File: src/rtl/interboard_rx_if.sv
// Four-phase request/acknowledge link from the peer board: 6-bit payload plus parity bit.
interface interboard_rx_if;
    logic       rx_req;
    logic [6:0] rx_data;
    logic       rx_ack;

    modport master (output rx_req, output rx_data, input rx_ack);
    modport slave  (input rx_req, input rx_data, output rx_ack);
endinterface

File: src/rtl/interboard_rx.sv
// Receives 4-word packets over a 4-phase handshake and decodes them into message fields.
// Optional odd-parity checking per word is enabled by defining INTERBOARD_RX_PARITY_EN.
module interboard_rx #(
    parameter int unsigned TIMEOUT = 50000
) (
    input  logic                 clk_i,
    input  logic                 rst_ni,
    input  logic                 interboard_rst_i,
    interboard_rx_if.slave       rx,
    output logic                 interboard_en_o,
    output logic [3:0]           interboard_msg_type_o,
    output logic                 interboard_move_dir_o,
    output logic [4:0]           interboard_block_x_o,
    output logic [2:0]           interboard_block_y_o,
    output logic [2:0]           interboard_sel_len_o,
    output logic [5:0]           interboard_card_o,
    output logic                 rx_err_o
);

    localparam logic [16:0] TimeoutM1 = 17'(TIMEOUT - 1);

    typedef enum logic [0:0] {StRecv, StWaitRel} state_e;

    state_e      state_q, state_d;
    logic [1:0]  idx_q, idx_d;
    logic [16:0] cnt_q, cnt_d;
    logic        ack_q, ack_d;
    logic        en_q, en_d;
    logic        err_q, err_d;
    logic [5:0]  w0_q, w0_d;
    logic [4:0]  w1_q, w1_d;
    logic [5:0]  w2_q, w2_d;
    logic [5:0]  w3_q, w3_d;
    logic [3:0]  type_q, type_d;
    logic        dir_q, dir_d;
    logic [4:0]  x_q, x_d;
    logic [2:0]  y_q, y_d;
    logic [2:0]  len_q, len_d;
    logic [5:0]  card_q, card_d;
    logic        req_meta_q, req_s_q;
    logic [5:0]  payload;
    logic        pkt_ok;
    logic        counting;

    assign payload = rx.rx_data[5:0];

`ifdef INTERBOARD_RX_PARITY_EN
    logic bad_q, bad_d;
    assign pkt_ok = (w0_q[5:2] <= 4'd8) && !bad_q;
`else
    logic unused_parity_bit;
    assign unused_parity_bit = rx.rx_data[6];
    assign pkt_ok = (w0_q[5:2] <= 4'd8);
`endif

    // Only req_s_q may be used by logic; req_meta_q may be metastable.
    always_ff @(posedge clk_i or negedge rst_ni) begin
        if (!rst_ni) begin
            req_meta_q <= 1'b0;
            req_s_q    <= 1'b0;
        end else if (interboard_rst_i) begin
            req_meta_q <= 1'b0;
            req_s_q    <= 1'b0;
        end else begin
            req_meta_q <= rx.rx_req;
            req_s_q    <= req_meta_q;
        end
    end

    always_comb begin
        state_d  = state_q;
        idx_d    = idx_q;
        cnt_d    = cnt_q;
        ack_d    = ack_q;
        en_d     = 1'b0;
        err_d    = 1'b0;
        w0_d     = w0_q;
        w1_d     = w1_q;
        w2_d     = w2_q;
        w3_d     = w3_q;
        type_d   = type_q;
        dir_d    = dir_q;
        x_d      = x_q;
        y_d      = y_q;
        len_d    = len_q;
        card_d   = card_q;
        counting = 1'b0;
`ifdef INTERBOARD_RX_PARITY_EN
        bad_d    = bad_q;
`endif

        unique case (state_q)
            StRecv: begin
                if (req_s_q) begin
                    state_d = StWaitRel;
                    ack_d   = 1'b1;
                    cnt_d   = '0;
                    unique case (idx_q)
                        2'd0: w0_d = payload;
                        2'd1: w1_d = payload[4:0];
                        2'd2: w2_d = payload;
                        2'd3: w3_d = payload;
                    endcase
`ifdef INTERBOARD_RX_PARITY_EN
                    bad_d = bad_q | ~(^rx.rx_data);
`endif
                end else if (idx_q != 2'd0) begin
                    counting = 1'b1;
                end
            end
            StWaitRel: begin
                if (!req_s_q) begin
                    state_d = StRecv;
                    ack_d   = 1'b0;
                    cnt_d   = '0;
                    if (idx_q == 2'd3) begin
                        idx_d = 2'd0;
`ifdef INTERBOARD_RX_PARITY_EN
                        bad_d = 1'b0;
`endif
                        if (pkt_ok) begin
                            en_d   = 1'b1;
                            type_d = w0_q[5:2];
                            dir_d  = w0_q[1];
                            x_d    = w1_q;
                            y_d    = w2_q[5:3];
                            len_d  = w2_q[2:0];
                            card_d = w3_q;
                        end else begin
                            err_d = 1'b1;
                        end
                    end else begin
                        idx_d = 2'(idx_q + 2'd1);
                    end
                end else begin
                    counting = 1'b1;
                end
            end
            default: begin
                state_d = StRecv;
                idx_d   = 2'd0;
                ack_d   = 1'b0;
                cnt_d   = '0;
            end
        endcase

        // Abort lands on the edge where the counter would reach TIMEOUT.
        if (counting) begin
            if (cnt_q == TimeoutM1) begin
                state_d = StRecv;
                idx_d   = 2'd0;
                ack_d   = 1'b0;
                cnt_d   = '0;
                err_d   = 1'b1;
`ifdef INTERBOARD_RX_PARITY_EN
                bad_d   = 1'b0;
`endif
            end else begin
                cnt_d = 17'(cnt_q + 17'd1);
            end
        end

        if (interboard_rst_i) begin
            state_d = StRecv;
            idx_d   = 2'd0;
            cnt_d   = '0;
            ack_d   = 1'b0;
            en_d    = 1'b0;
            err_d   = 1'b0;
            w0_d    = '0;
            w1_d    = '0;
            w2_d    = '0;
            w3_d    = '0;
            type_d  = '0;
            dir_d   = 1'b0;
            x_d     = '0;
            y_d     = '0;
            len_d   = '0;
            card_d  = '0;
`ifdef INTERBOARD_RX_PARITY_EN
            bad_d   = 1'b0;
`endif
        end
    end

    always_ff @(posedge clk_i or negedge rst_ni) begin
        if (!rst_ni) begin
            state_q <= StRecv;
            idx_q   <= 2'd0;
            cnt_q   <= '0;
            ack_q   <= 1'b0;
            en_q    <= 1'b0;
            err_q   <= 1'b0;
            w0_q    <= '0;
            w1_q    <= '0;
            w2_q    <= '0;
            w3_q    <= '0;
            type_q  <= '0;
            dir_q   <= 1'b0;
            x_q     <= '0;
            y_q     <= '0;
            len_q   <= '0;
            card_q  <= '0;
`ifdef INTERBOARD_RX_PARITY_EN
            bad_q   <= 1'b0;
`endif
        end else begin
            state_q <= state_d;
            idx_q   <= idx_d;
            cnt_q   <= cnt_d;
            ack_q   <= ack_d;
            en_q    <= en_d;
            err_q   <= err_d;
            w0_q    <= w0_d;
            w1_q    <= w1_d;
            w2_q    <= w2_d;
            w3_q    <= w3_d;
            type_q  <= type_d;
            dir_q   <= dir_d;
            x_q     <= x_d;
            y_q     <= y_d;
            len_q   <= len_d;
            card_q  <= card_d;
`ifdef INTERBOARD_RX_PARITY_EN
            bad_q   <= bad_d;
`endif
        end
    end

    assign rx.rx_ack             = ack_q;
    assign interboard_en_o       = en_q;
    assign rx_err_o              = err_q;
    assign interboard_msg_type_o = type_q;
    assign interboard_move_dir_o = dir_q;
    assign interboard_block_x_o  = x_q;
    assign interboard_block_y_o  = y_q;
    assign interboard_sel_len_o  = len_q;
    assign interboard_card_o     = card_q;

endmodule

File: src/flat_wrapper.sv
// flat-port wrapper written by rule: the top's interface ports become plain ports
module interboard_rx_flat 
#(
    parameter int unsigned TIMEOUT = 50000
)
  (clk_i, rst_ni, interboard_rst_i, interboard_en_o, interboard_msg_type_o, interboard_move_dir_o, interboard_block_x_o, interboard_block_y_o, interboard_sel_len_o, interboard_card_o, rx_err_o, rx_rx_req, rx_rx_data, rx_rx_ack);
  interboard_rx_if rx_i ();
  input  logic clk_i;
  input  logic rst_ni;
  input  logic interboard_rst_i;
  output logic interboard_en_o;
  output logic [3:0] interboard_msg_type_o;
  output logic interboard_move_dir_o;
  output logic [4:0] interboard_block_x_o;
  output logic [2:0] interboard_block_y_o;
  output logic [2:0] interboard_sel_len_o;
  output logic [5:0] interboard_card_o;
  output logic rx_err_o;
  input wire logic [$bits(rx_i.rx_req)-1:0] rx_rx_req;
  input wire logic [$bits(rx_i.rx_data)-1:0] rx_rx_data;
  output wire logic [$bits(rx_i.rx_ack)-1:0] rx_rx_ack;
  assign rx_i.rx_req = rx_rx_req;
  assign rx_i.rx_data = rx_rx_data;
  assign rx_rx_ack = rx_i.rx_ack;
  interboard_rx #(.TIMEOUT(TIMEOUT)) u_core (.clk_i(clk_i), .rst_ni(rst_ni), .interboard_rst_i(interboard_rst_i), .rx(rx_i), .interboard_en_o(interboard_en_o), .interboard_msg_type_o(interboard_msg_type_o), .interboard_move_dir_o(interboard_move_dir_o), .interboard_block_x_o(interboard_block_x_o), .interboard_block_y_o(interboard_block_y_o), .interboard_sel_len_o(interboard_sel_len_o), .interboard_card_o(interboard_card_o), .rx_err_o(rx_err_o));
endmodule
File: config.mk
export PLATFORM = sky130hd
export DESIGN_NAME = interboard_rx_flat
export DESIGN_NICKNAME = d
export VERILOG_FILES = /design/src/rtl/interboard_rx_if.sv /design/src/rtl/interboard_rx.sv /design/src/flat_wrapper.sv
export SDC_FILE = /design/constraint.sdc
export NUM_CORES = 1
export LEC_CHECK = 0
export ABC_AREA = 1
export BUFFER_PORTS_ARGS = -buffer_cell sky130_fd_sc_hd__buf_2
export CAP_MARGIN = 40
export CORE_MARGIN = 2
export CORE_UTILIZATION = 55
export DETAILED_ROUTE_END_ITERATION = 8
export PLACE_DENSITY = 0.75
export SLEW_MARGIN = 25
export SYNTH_ARGS = -nofsm -noshare
export SYNTH_HDL_FRONTEND = slang
export SYNTH_SLANG_ARGS = --single-unit
File: constraint.sdc
create_clock -name clk_i -period 1.7 [get_ports clk_i]
set_input_delay 0.085 -clock clk_i [delete_from_list [all_inputs] [get_ports clk_i]]
set_output_delay 0.085 -clock clk_i [all_outputs]
set_load 0.05 [all_outputs]
==> results of run 1 <==
==> placed cells by master (no fill, tap or decap), types with 4 or more instances in the layout <==
cell | netlist | final
nand2_1 | 112 | 111
dfrtp_1 | 69 | 69
nand3_1 | 45 | 45
inv_1 | 42 | 41
o21ai_0 | 35 | 35
buf_2 | 7 | 34
nor2_1 | 30 | 30
o21ai_1 | 13 | 12
nand4_1 | 11 | 11
nand2_2 | 8 | 9
clkbuf_8 | 0 | 9
buf_4 | 4 | 6
inv_2 | 4 | 5
nor2_2 | 5 | 5
ha_1 | 5 | 4
==> through the flow <==
step           total power, mW  std cells  area, um^2  hold slack, ns  util [%]
2_1_floorplan            1.812        409        3351         -0.2106         -
3_3_place_gp             1.895        513        3595          0.1317     60.71
5_1_grt                  3.595        532        3872        0.008663     65.41
4_1_cts                  3.497        532        3864        0.005979     65.26
6_report                 3.473        532        3872         0.01740     65.41
3_5_place_dp             1.902        513        3595          0.1360     60.71
==> flip-flops by register name, indices dropped and copies added, names as in the netlist <==
name and cells:
u_core.interboard_block_y_o 3, u_core.interboard_block_x_o 5, u_core.cnt_q 17, u_core.w0_q 5, u_core.req_meta_q 1, u_core.interboard_sel_len_o 3
u_core.state_q 1, u_core.idx_q 2, u_core.interboard_en_o 1, u_core.interboard_move_dir_o 1, u_core.w2_q 6, u_core.rx_err_o 1
u_core.interboard_card_o 6, u_core.w3_q 6, u_core.w1_q 5, u_core.req_s_q 1, u_core.interboard_msg_type_o 4, u_core.rx.rx_ack 1
==> final timing paths <==
kind,from,to,slack [ns],cells past startpoint
min reg2reg,u_core.req_meta_q$_DFF_PN0_,u_core.req_s_q$_DFF_PN0_,0.46,2
max,u_core.cnt_q[1]$_DFFE_PN0P_,u_core.idx_q[0]$_DFF_PN0_,0.13,8
max in group asynchronous,rst_ni,u_core.w1_q[0]$_DFFE_PN0P_,1.11,3
min,rx_rx_data[3],u_core.w3_q[3]$_DFFE_PN0P_,0.02,3
max reg2reg,u_core.cnt_q[1]$_DFFE_PN0P_,u_core.idx_q[0]$_DFF_PN0_,0.13,8
min in group asynchronous,rst_ni,u_core.cnt_q[1]$_DFFE_PN0P_,0.28,3
==> timing repair <==
item,4_1_cts,5_1_grt
resized for setup,0,4
endpoints found under the hold margin,71,0
setup endpoints to repair,0,16
hold buffers,3,0
==> cell type report <==
| class | instances | area share [%] |
|---|---|---|
| flip-flops and latches | 69 | 44.59 |
| multi-input cells | 281 | 35.35 |
| repair buffers | 44 | 6.850 |
| inverters | 47 | 4.620 |
| clock buffers | 10 | 3.296 |
| clock inverters | 6 | 2.876 |
| well taps | 75 | 2.423 |
==> kinds of logic (layout without fill, tap and decap cells) <==
kind of cell,Yosys count,after routing,share of synthesized area (%)
AND/OR/NAND/NOR,219,219,29.69
XOR/XNOR,2,2,0.5229
adder cells (fa/ha/maj),5,5,1.867
buffers and inverters,59,107,7.879
AO/OA/AOI/OAI,55,55,8.514
flip-flops,69,69,51.53
==> critical path, delay by kind of cell, from the launching register on <==
family	cells	cell delay, ns
fa+ha+maj	1	0.21
simple gates	5	0.73
flops	1	0.39
buf+inv	2	0.13
==> metal layers <==
layer  vias up  routed length [um]  global-route usage (%)
li1       1402                   -                       -
met1      1384                3244                   30.12
met2        62                3776                   41.63
met3        17                 279                   4.286
met4         0                 133                   13.17
met5         -                   0                       0
==> power breakdown <==
group	switching, mW	internal [mW]	total (mW)
clock	0.624	0.975	1.60
combinational	0.140	0.0559	0.196
sequential	0.0136	1.66	1.68
total	0.777	2.70	3.47
==> flow_metrics.tcl, run 1 <==
set metrics [dict create \
    via_count 2865 \
    place.port_buffers 34 \
    antenna_found_initial 0 \
    grt.overflow.total 0 \
    cp-end-kind "register" \
    relSlewSlack_pct 67.81 \
    initial_core_util_pct 56.59 \
    fin_worst_skew_ns 0.006843 \
    cts-root-buf "clkbuf_8" \
    yosysTopAreaCellShare_pct 51.53 \
    postCtsSetupRepairBufs 0 \
    cts_tree "built" \
    pwr_density_cell_nw_per_um2 896.9 \
    post-place-ws_ns 0.03818 \
    grtUsageTotal_pct 24.67 \
    ant_nets 0 \
    dieHeight_um 82.05 \
    yosysSeqAreaShare_pct 51.53 \
    worst_pin_slew_ns 0.4806 \
    slowest_delay_ns 0.39 \
    core_area_um2 5921 \
    finalCritPeriodShare_pct 92.51 \
    dieArea_um2 6732 \
    outcome "completed" \
    fin_ws_ns 0.1274 \
    slowest_stage "dfrtp_1" \
    total_leakage_power_nw 1.927 \
    final.setup.tns_ns 0 \
    required_ns 1.93 \
    viasPerCell 5.385 \
    synth_top_cells_by_count "nand2_1 (112), dfrtp_1 (69), nand3_1 (45)" \
    async_flop_share_pct 100.0 \
    max-vdd-ir-drop_uv 538.9 \
    slew_viol_final 0 \
    clk_pin_slew_worst_paths_ns 0.08 \
    cts_buffers 9 \
    hold_path.class "primary input to register" \
    yosys_register_bits 69 \
    clock_path_buffers 2 \
    timing_worst_setup_path_type "register to register" \
    synth_area_leaders "dfrtp_1 (52%), nand2_1 (13%), nand3_1 (6.7%)" \
    diodes 0 \
    place_congestion 0.9148 \
    syn-instance-count 409 \
    setup_viol 0 \
    grt_pass1_wl_mm 12.58 \
    clock_sinks 69 \
    synthToLayoutAreaGrowth_pct 15.57 \
    worstPathArrival_ns 1.80 \
    grt_max_degree 70 \
    drc 0 \
    die_w_um 82.05 \
    core.rowCount 28 \
    syn_nets 425 \
    ys_types 25 \
    wl_per_cell_um 13.97 \
    synth-edff-count 0 \
    worst_setup_path_start_kind "register" \
    period_minus_slack_ns 1.573 \
    synth_area_leader_cell "dfrtp_1" \
    drt-total-wl_mm 7.433 \
    maxCapViolCount 0 \
    cts_htree_levels 3 \
    syn_avg_cell_area_um2 8.192 \
    dr.pass1.iters 5 \
    grt_setup_unrepaired "no" \
    grt_pass1_vias 2749 \
    ioPinCount 36 \
    seq_area_um2 1727 \
    drive_gt1_share_pct 18.60 \
    synth_top_flop_cell "dfrtp_1" \
    max_freq_ghz 0.6359 \
    drt-initial-drc-count 160 \
    multi_input_area_um2 1369 \
    worstSkewPairLatency_ns 0.34 \
    synthesis.area_um2 3351 \
    fill_cells 492 \
    hold_viol 0 \
    nets 468 \
    synth_most_common_cell "nand2_1" \
    ys.warnings.count 0 \
    cp_max_fo 5 \
    hpwl_mm 5.042 \
    path_cells "ha_1 > nand2_2 > inv_2 > nand2_2 > nor2_2 > nand4_1 > nand4_1 > inv_1" \
]
Power figures use the tool's default switching activity.
==> run 2: changes to the inputs <==
--- a/config.mk
+++ b/config.mk
@@ -12,6 +12,7 @@
 export CORE_UTILIZATION = 55
 export DETAILED_ROUTE_END_ITERATION = 8
 export PLACE_DENSITY = 0.75
+export REMOVE_ABC_BUFFERS = 1
 export SLEW_MARGIN = 25
 export SYNTH_ARGS = -nofsm -noshare
 export SYNTH_HDL_FRONTEND = slang
==> flow_metrics.tcl, run 2 (synthesized netlist as in run 1, its figures left out) <==
set metrics [dict create \
    outcome "completed" \
    r2r_setup_slack_ns 0.13 \
    relSlewSlack_pct 68.42 \
    hold_viol 0 \
    cts_tree "built" \
    maxCapViolCount 0 \
    place_congestion 0.8784 \
    dieArea_um2 6732 \
    grt.overflow.total 0 \
    reg2reg_from "u_core.idx_q[0]$_DFF_PN0_" \
    timing_worst_setup_path_type "register to register" \
    worst_pin_slew_ns 0.4716 \
    final_cell_mix "nand2_1 (111), dfrtp_1 (69), nand3_1 (45)" \
    pwr_density_cell_nw_per_um2 822.4 \
    rr_worst_depth 7 \
    hold_slack_ns 0.02746 \
    clock_sinks 69 \
    diodes 0 \
    hold_start "rx_rx_data[2]" \
    initial_core_util_pct 56.59 \
    grt_pass1_wl_mm 12.19 \
    hpwl_mm 5.028 \
    grt_setup_unrepaired "no" \
    largest_register_ffs 17 \
    worst_setup_path_start_kind "register" \
    total_leakage_power_nw 1.921 \
    crit_end "u_core.interboard_msg_type_o[1]$_DFFE_PN0P_" \
    nets 470 \
    clk_pin_slew_worst_paths_ns 0.07 \
    cp_max_fo 22 \
    max-vdd-ir-drop_uv 732.3 \
    fin_worst_skew_ns 0.009648 \
    dieHeight_um 82.05 \
    core.rowCount 28 \
    drive_gt1_share_pct 18.52 \
    cts_buffers 9 \
    final.setup.tns_ns 0 \
    max_freq_ghz 0.6371 \
    drc 0 \
    cts_htree_levels 3 \
    hold_path.class "primary input to register" \
    worstSkewPairLatency_ns 0.35 \
    via_count 2840 \
    grt_pass1_vias 2552 \
    viasPerCell 5.318 \
    required_ns 1.96 \
    period_minus_slack_ns 1.570 \
    ioPinCount 36 \
    cts-root-buf "clkbuf_8" \
    wl_per_cell_um 13.77 \
    final_util_pct 65.03 \
    core_area_um2 5921 \
    drt-total-wl_mm 7.355 \
    place.port_buffers 34 \
    grt_max_degree 52 \
    cp-end-kind "register" \
    final_common_cell "nand2_1" \
    worstPathArrival_ns 1.82 \
    ant_nets 0 \
    grtUsageTotal_pct 24.26 \
    clock_path_buffers 2 \
    drt-initial-drc-count 184 \
    top_register "u_core.cnt_q" \
    timing.rr.end "u_core.interboard_msg_type_o[1]$_DFFE_PN0P_" \
    slew_viol_final 0 \
    synthToLayoutAreaGrowth_pct 14.90 \
    die_w_um 82.05 \
    setup_viol 0 \
    cp-startpoint "u_core.idx_q[0]$_DFF_PN0_" \
    antenna_found_initial 0 \
    finalCritPeriodShare_pct 92.33 \
    dr.pass1.iters 5 \
]
==> run 2: cell count changes in the layout (fill, tap and decap cells not counted) <==
cell,before,now
clkbuf_1,1,0
inv_1,41,42
dlygate4sd3_1,3,5
inv_2,5,4
clkinv_4,1,3
bufinv_16,3,0
clkbuf_8,9,12
clkinvlp_4,1,0
==> run 2: worst min-delay path by stage <==
stage,end,cells past startpoint
2_1_floorplan,u_core.cnt_q[0]$_DFFE_PN0P_,0
3_3_place_gp,u_core.interboard_block_y_o[0]$_DFFE_PN0P_,1
3_5_place_dp,u_core.interboard_block_y_o[0]$_DFFE_PN0P_,1
4_1_cts,u_core.w3_q[2]$_DFFE_PN0P_,3
5_1_grt,u_core.w3_q[2]$_DFFE_PN0P_,3
6_report,u_core.w3_q[2]$_DFFE_PN0P_,3
==> run 2: timing repair <==
action,4_1_cts,5_1_grt
hold buffers,5,0
hold endpoints to repair,22,0
buffers inserted,0,1
setup endpoints to repair,0,14
gates resized for setup,0,3
==> run 2: area by class of cell <==
class,count,area [um^2]
clock inverter,4,31.28
clock buffer,12,165.2
inverter,47,178.9
sequential,69,1727
multi-input combinational,281,1369
fill,519,2071
timing repair buffer,46,285.3
tap,75,93.84
==> run 2: metal layers <==
| layer | share of wire, % | track usage (%) | up-vias |
|---|---|---|---|
| met1 | 48 | 34.99 | 1346 |
| met3 | 5.2 | 6.374 | 8 |
| met2 | 46 | 35.45 | 75 |
| met4 | 1.3 | 8.500 | 0 |
| met5 | 0 | 0 | - |
| li1 | - | - | 1411 |
==> run 2: stage by stage <==
step / setup WS, ns / power, mW / instance area, um^2 / cells
after floorplan: 0.07671 / 1.797 / 3266 / 397
after global placement: 0.1582 / 1.892 / 3587 / 512
after detailed placement: 0.07218 / 1.898 / 3587 / 512
after CTS: 0.04705 / 3.195 / 3834 / 533
after global routing: 0.01013 / 3.283 / 3850 / 534
final: 0.1304 / 3.166 / 3850 / 534
==> run 2: power breakdown <==
part	leakage, nW	switching [mW]	internal (mW)	total [mW]
Sequential	0.954	0.0128	1.66	1.68
Combinational	0.865	0.140	0.0576	0.198
Clock	0.103	0.636	0.654	1.29
==> run 2: critical path: stages (launching register included) <==
cell and delay (ns):
dfrtp_1 0.39, buf_4 0.14, ha_1 0.19, inv_1 0.12, nor2_4 0.07, nand2_2 0.33, nand3_1 0.11, o21ai_0 0.12
==> run 3: changes to the inputs <==
--- a/config.mk
+++ b/config.mk
@@ -8,6 +8,7 @@
 export ABC_AREA = 1
 export BUFFER_PORTS_ARGS = -buffer_cell sky130_fd_sc_hd__buf_2
 export CAP_MARGIN = 40
+export CORE_ASPECT_RATIO = 0.75
 export CORE_MARGIN = 2
 export CORE_UTILIZATION = 55
 export DETAILED_ROUTE_END_ITERATION = 8
==> flow_metrics.tcl, run 3 (synthesized netlist as in run 1, its figures left out) <==
set metrics [dict create \
    clock_path_buffers 2 \
    grt_setup_unrepaired "no" \
    setup_viol 0 \
    finalCritPeriodShare_pct 93.09 \
    relSlewSlack_pct 65.20 \
    cp-end-kind "register" \
    worst_setup_path_start_kind "register" \
    cpLargestDelayFamily "simple AND/OR/NAND/NOR gates" \
    final.setup.tns_ns 0 \
    worstSkewPairLatency_ns 0.34 \
    die_w_um 94.13 \
    place_congestion 0.9120 \
    p_sw_mw 0.7576 \
    final_common_cell "nand2_1" \
    max-vdd-ir-drop_uv 749.1 \
    outcome "completed" \
    dieHeight_um 71.60 \
    top_register "u_core.cnt_q" \
    hold_start "rx_rx_data[1]" \
    cp_max_fo 5 \
    switching_share_pct 23.62 \
    grtUsageTotal_pct 24.27 \
    path_cells "ha_2 > nand2_2 > inv_2 > nand2_2 > nor2_2 > nand4_1 > nand3_1 > inv_1" \
    seq_area_um2 1727 \
    crit_top_cell "nand2_2" \
    whs_path_depth 3 \
    drive_gt1_share_pct 19.48 \
    ioPinCount 36 \
    via_count 2865 \
    clock_sinks 69 \
    hold_viol 0 \
    holdPathEnd "u_core.w3_q[1]$_DFFE_PN0P_" \
    antenna_found_initial 0 \
    post-place-ws_ns 0.07377 \
    required_ns 1.93 \
    cts-root-buf "clkbuf_8" \
    p_clk_share_pct 41.1 \
    cts_tree "built" \
    clk_pin_slew_worst_paths_ns 0.07 \
    placed_area_um2 3621 \
    slowest_delay_ns 0.39 \
    drt-initial-drc-count 267 \
    cts_htree_levels 3 \
    worstPathArrival_ns 1.81 \
    multi_input_area_um2 1368 \
    grt_max_degree 53 \
    totalPowerFinal_mw 3.208 \
    timing.rr.end "u_core.state_q$_DFF_PN0_" \
    place.port_buffers 34 \
    reg2reg_from "u_core.cnt_q[1]$_DFFE_PN0P_" \
    grt.overflow.total 0 \
    dieArea_um2 6739 \
    pwr_density_cell_nw_per_um2 827.8 \
    nets 473 \
    grt_pass1_wl_mm 12.56 \
    final_cell_mix "nand2_1 (111), dfrtp_1 (69), nand3_1 (45)" \
    period_minus_slack_ns 1.582 \
    hold_path.class "primary input to register" \
    cts_buffers 9 \
    ant_nets 0 \
    fill_cells 497 \
    fin_ws_ns 0.1175 \
    fin_worst_skew_ns 0.006072 \
    drc 0 \
    postCtsSetupRepairBufs 0 \
    wl_per_cell_um 13.47 \
    core.rowCount 24 \
    max_freq_ghz 0.6319 \
    internal_power_mw 2.450 \
    diodes 0 \
    design_area_um2 3875 \
    combPwrFrac_pct 6.5 \
    maxCapViolCount 0 \
    viasPerCell 5.306 \
    r2r_setup_slack_ns 0.12 \
    rr_worst_depth 8 \
    grt_pass1_vias 2690 \
    slowest_stage "dfrtp_1" \
    dr.pass1.iters 5 \
    worst_pin_slew_ns 0.5196 \
    core_area_um2 5856 \
    seqPwrFrac_pct 52.4 \
    cp.buffers_inverters 2 \
    synthToLayoutAreaGrowth_pct 15.65 \
    timing_worst_setup_path_type "register to register" \
    slew_viol_final 0 \
    largest_register_ffs 17 \
    total_leakage_power_nw 1.927 \
    hpwl_mm 5.134 \
    drt-total-wl_mm 7.272 \
    initial_core_util_pct 57.22 \
]
-- run 3: metrics by stage --
stage / std cells / hold WS (ns) / util [%]
final: 540 / 0.02000 / 66.18
after global routing: 540 / 0.02732 / 66.18
after CTS: 539 / 0.007710 / 65.96
after detailed placement: 519 / 0.03789 / 61.84
after global placement: 519 / 0.04538 / 61.84
after floorplan: 397 / -0.2106 / -
-- run 3: power groups by stage --
| stage | clock [mW] | sequential (mW) | combinational (mW) |
|---|---|---|---|
| 2_1_floorplan | 0 | 1.71 | 0.0853 |
| 3_3_place_gp | 0 | 1.71 | 0.195 |
| 3_5_place_dp | 0 | 1.71 | 0.199 |
| 4_1_cts | 1.35 | 1.68 | 0.206 |
| 5_1_grt | 1.42 | 1.68 | 0.237 |
| 6_report | 1.32 | 1.68 | 0.208 |
-- run 3: worst max path at each step --
stage	from	end	depth (start not counted)
6_report	u_core.cnt_q[1]$_DFFE_PN0P_	u_core.state_q$_DFF_PN0_	8
4_1_cts	u_core.idx_q[1]$_DFF_PN0_	u_core.w3_q[5]$_DFFE_PN0P_	5
5_1_grt	u_core.cnt_q[1]$_DFFE_PN0P_	u_core.cnt_q[12]$_DFFE_PN0P_	10
2_1_floorplan	interboard_rst_i	u_core.w3_q[1]$_DFFE_PN0P_	4
3_5_place_dp	u_core.idx_q[0]$_DFF_PN0_	u_core.w3_q[3]$_DFFE_PN0P_	4
3_3_place_gp	u_core.idx_q[0]$_DFF_PN0_	u_core.idx_q[1]$_DFF_PN0_	8
-- run 3: cell type report --
cell class              instances  share of cell area [%]
clock buffers                  11                   3.649
clock inverters                 5                   1.550
inverters                      47                   4.617
multi-input cells             281                   35.29
flip-flops and latches         69                   44.56
well taps                      78                   2.519
repair buffers                 49                   7.814
-- run 3: routing by layer --
layer | routed length (um) | track usage (%)
met1 | 3609 | 35.78
met2 | 3079 | 34.76
met3 | 537 | 8.202
met4 | 45 | 6.280
met5 | 0 | 0
-- run 3: tightest hold or removal path: cells and delay by family --
kind / cells / cell delay (ns)
buffers and inverters: 1 / 0.09
AND/OR/NAND/NOR: 1 / 0.07
AO/OA/AOI/OAI: 1 / 0.07
-- run 3: what timing repair did --
action / in CTS / in global routing
hold buffers: 4 / 0
hold endpoints to repair: 20 / 0
setup endpoints to repair: 0 / 8
gates resized for setup: 0 / 5
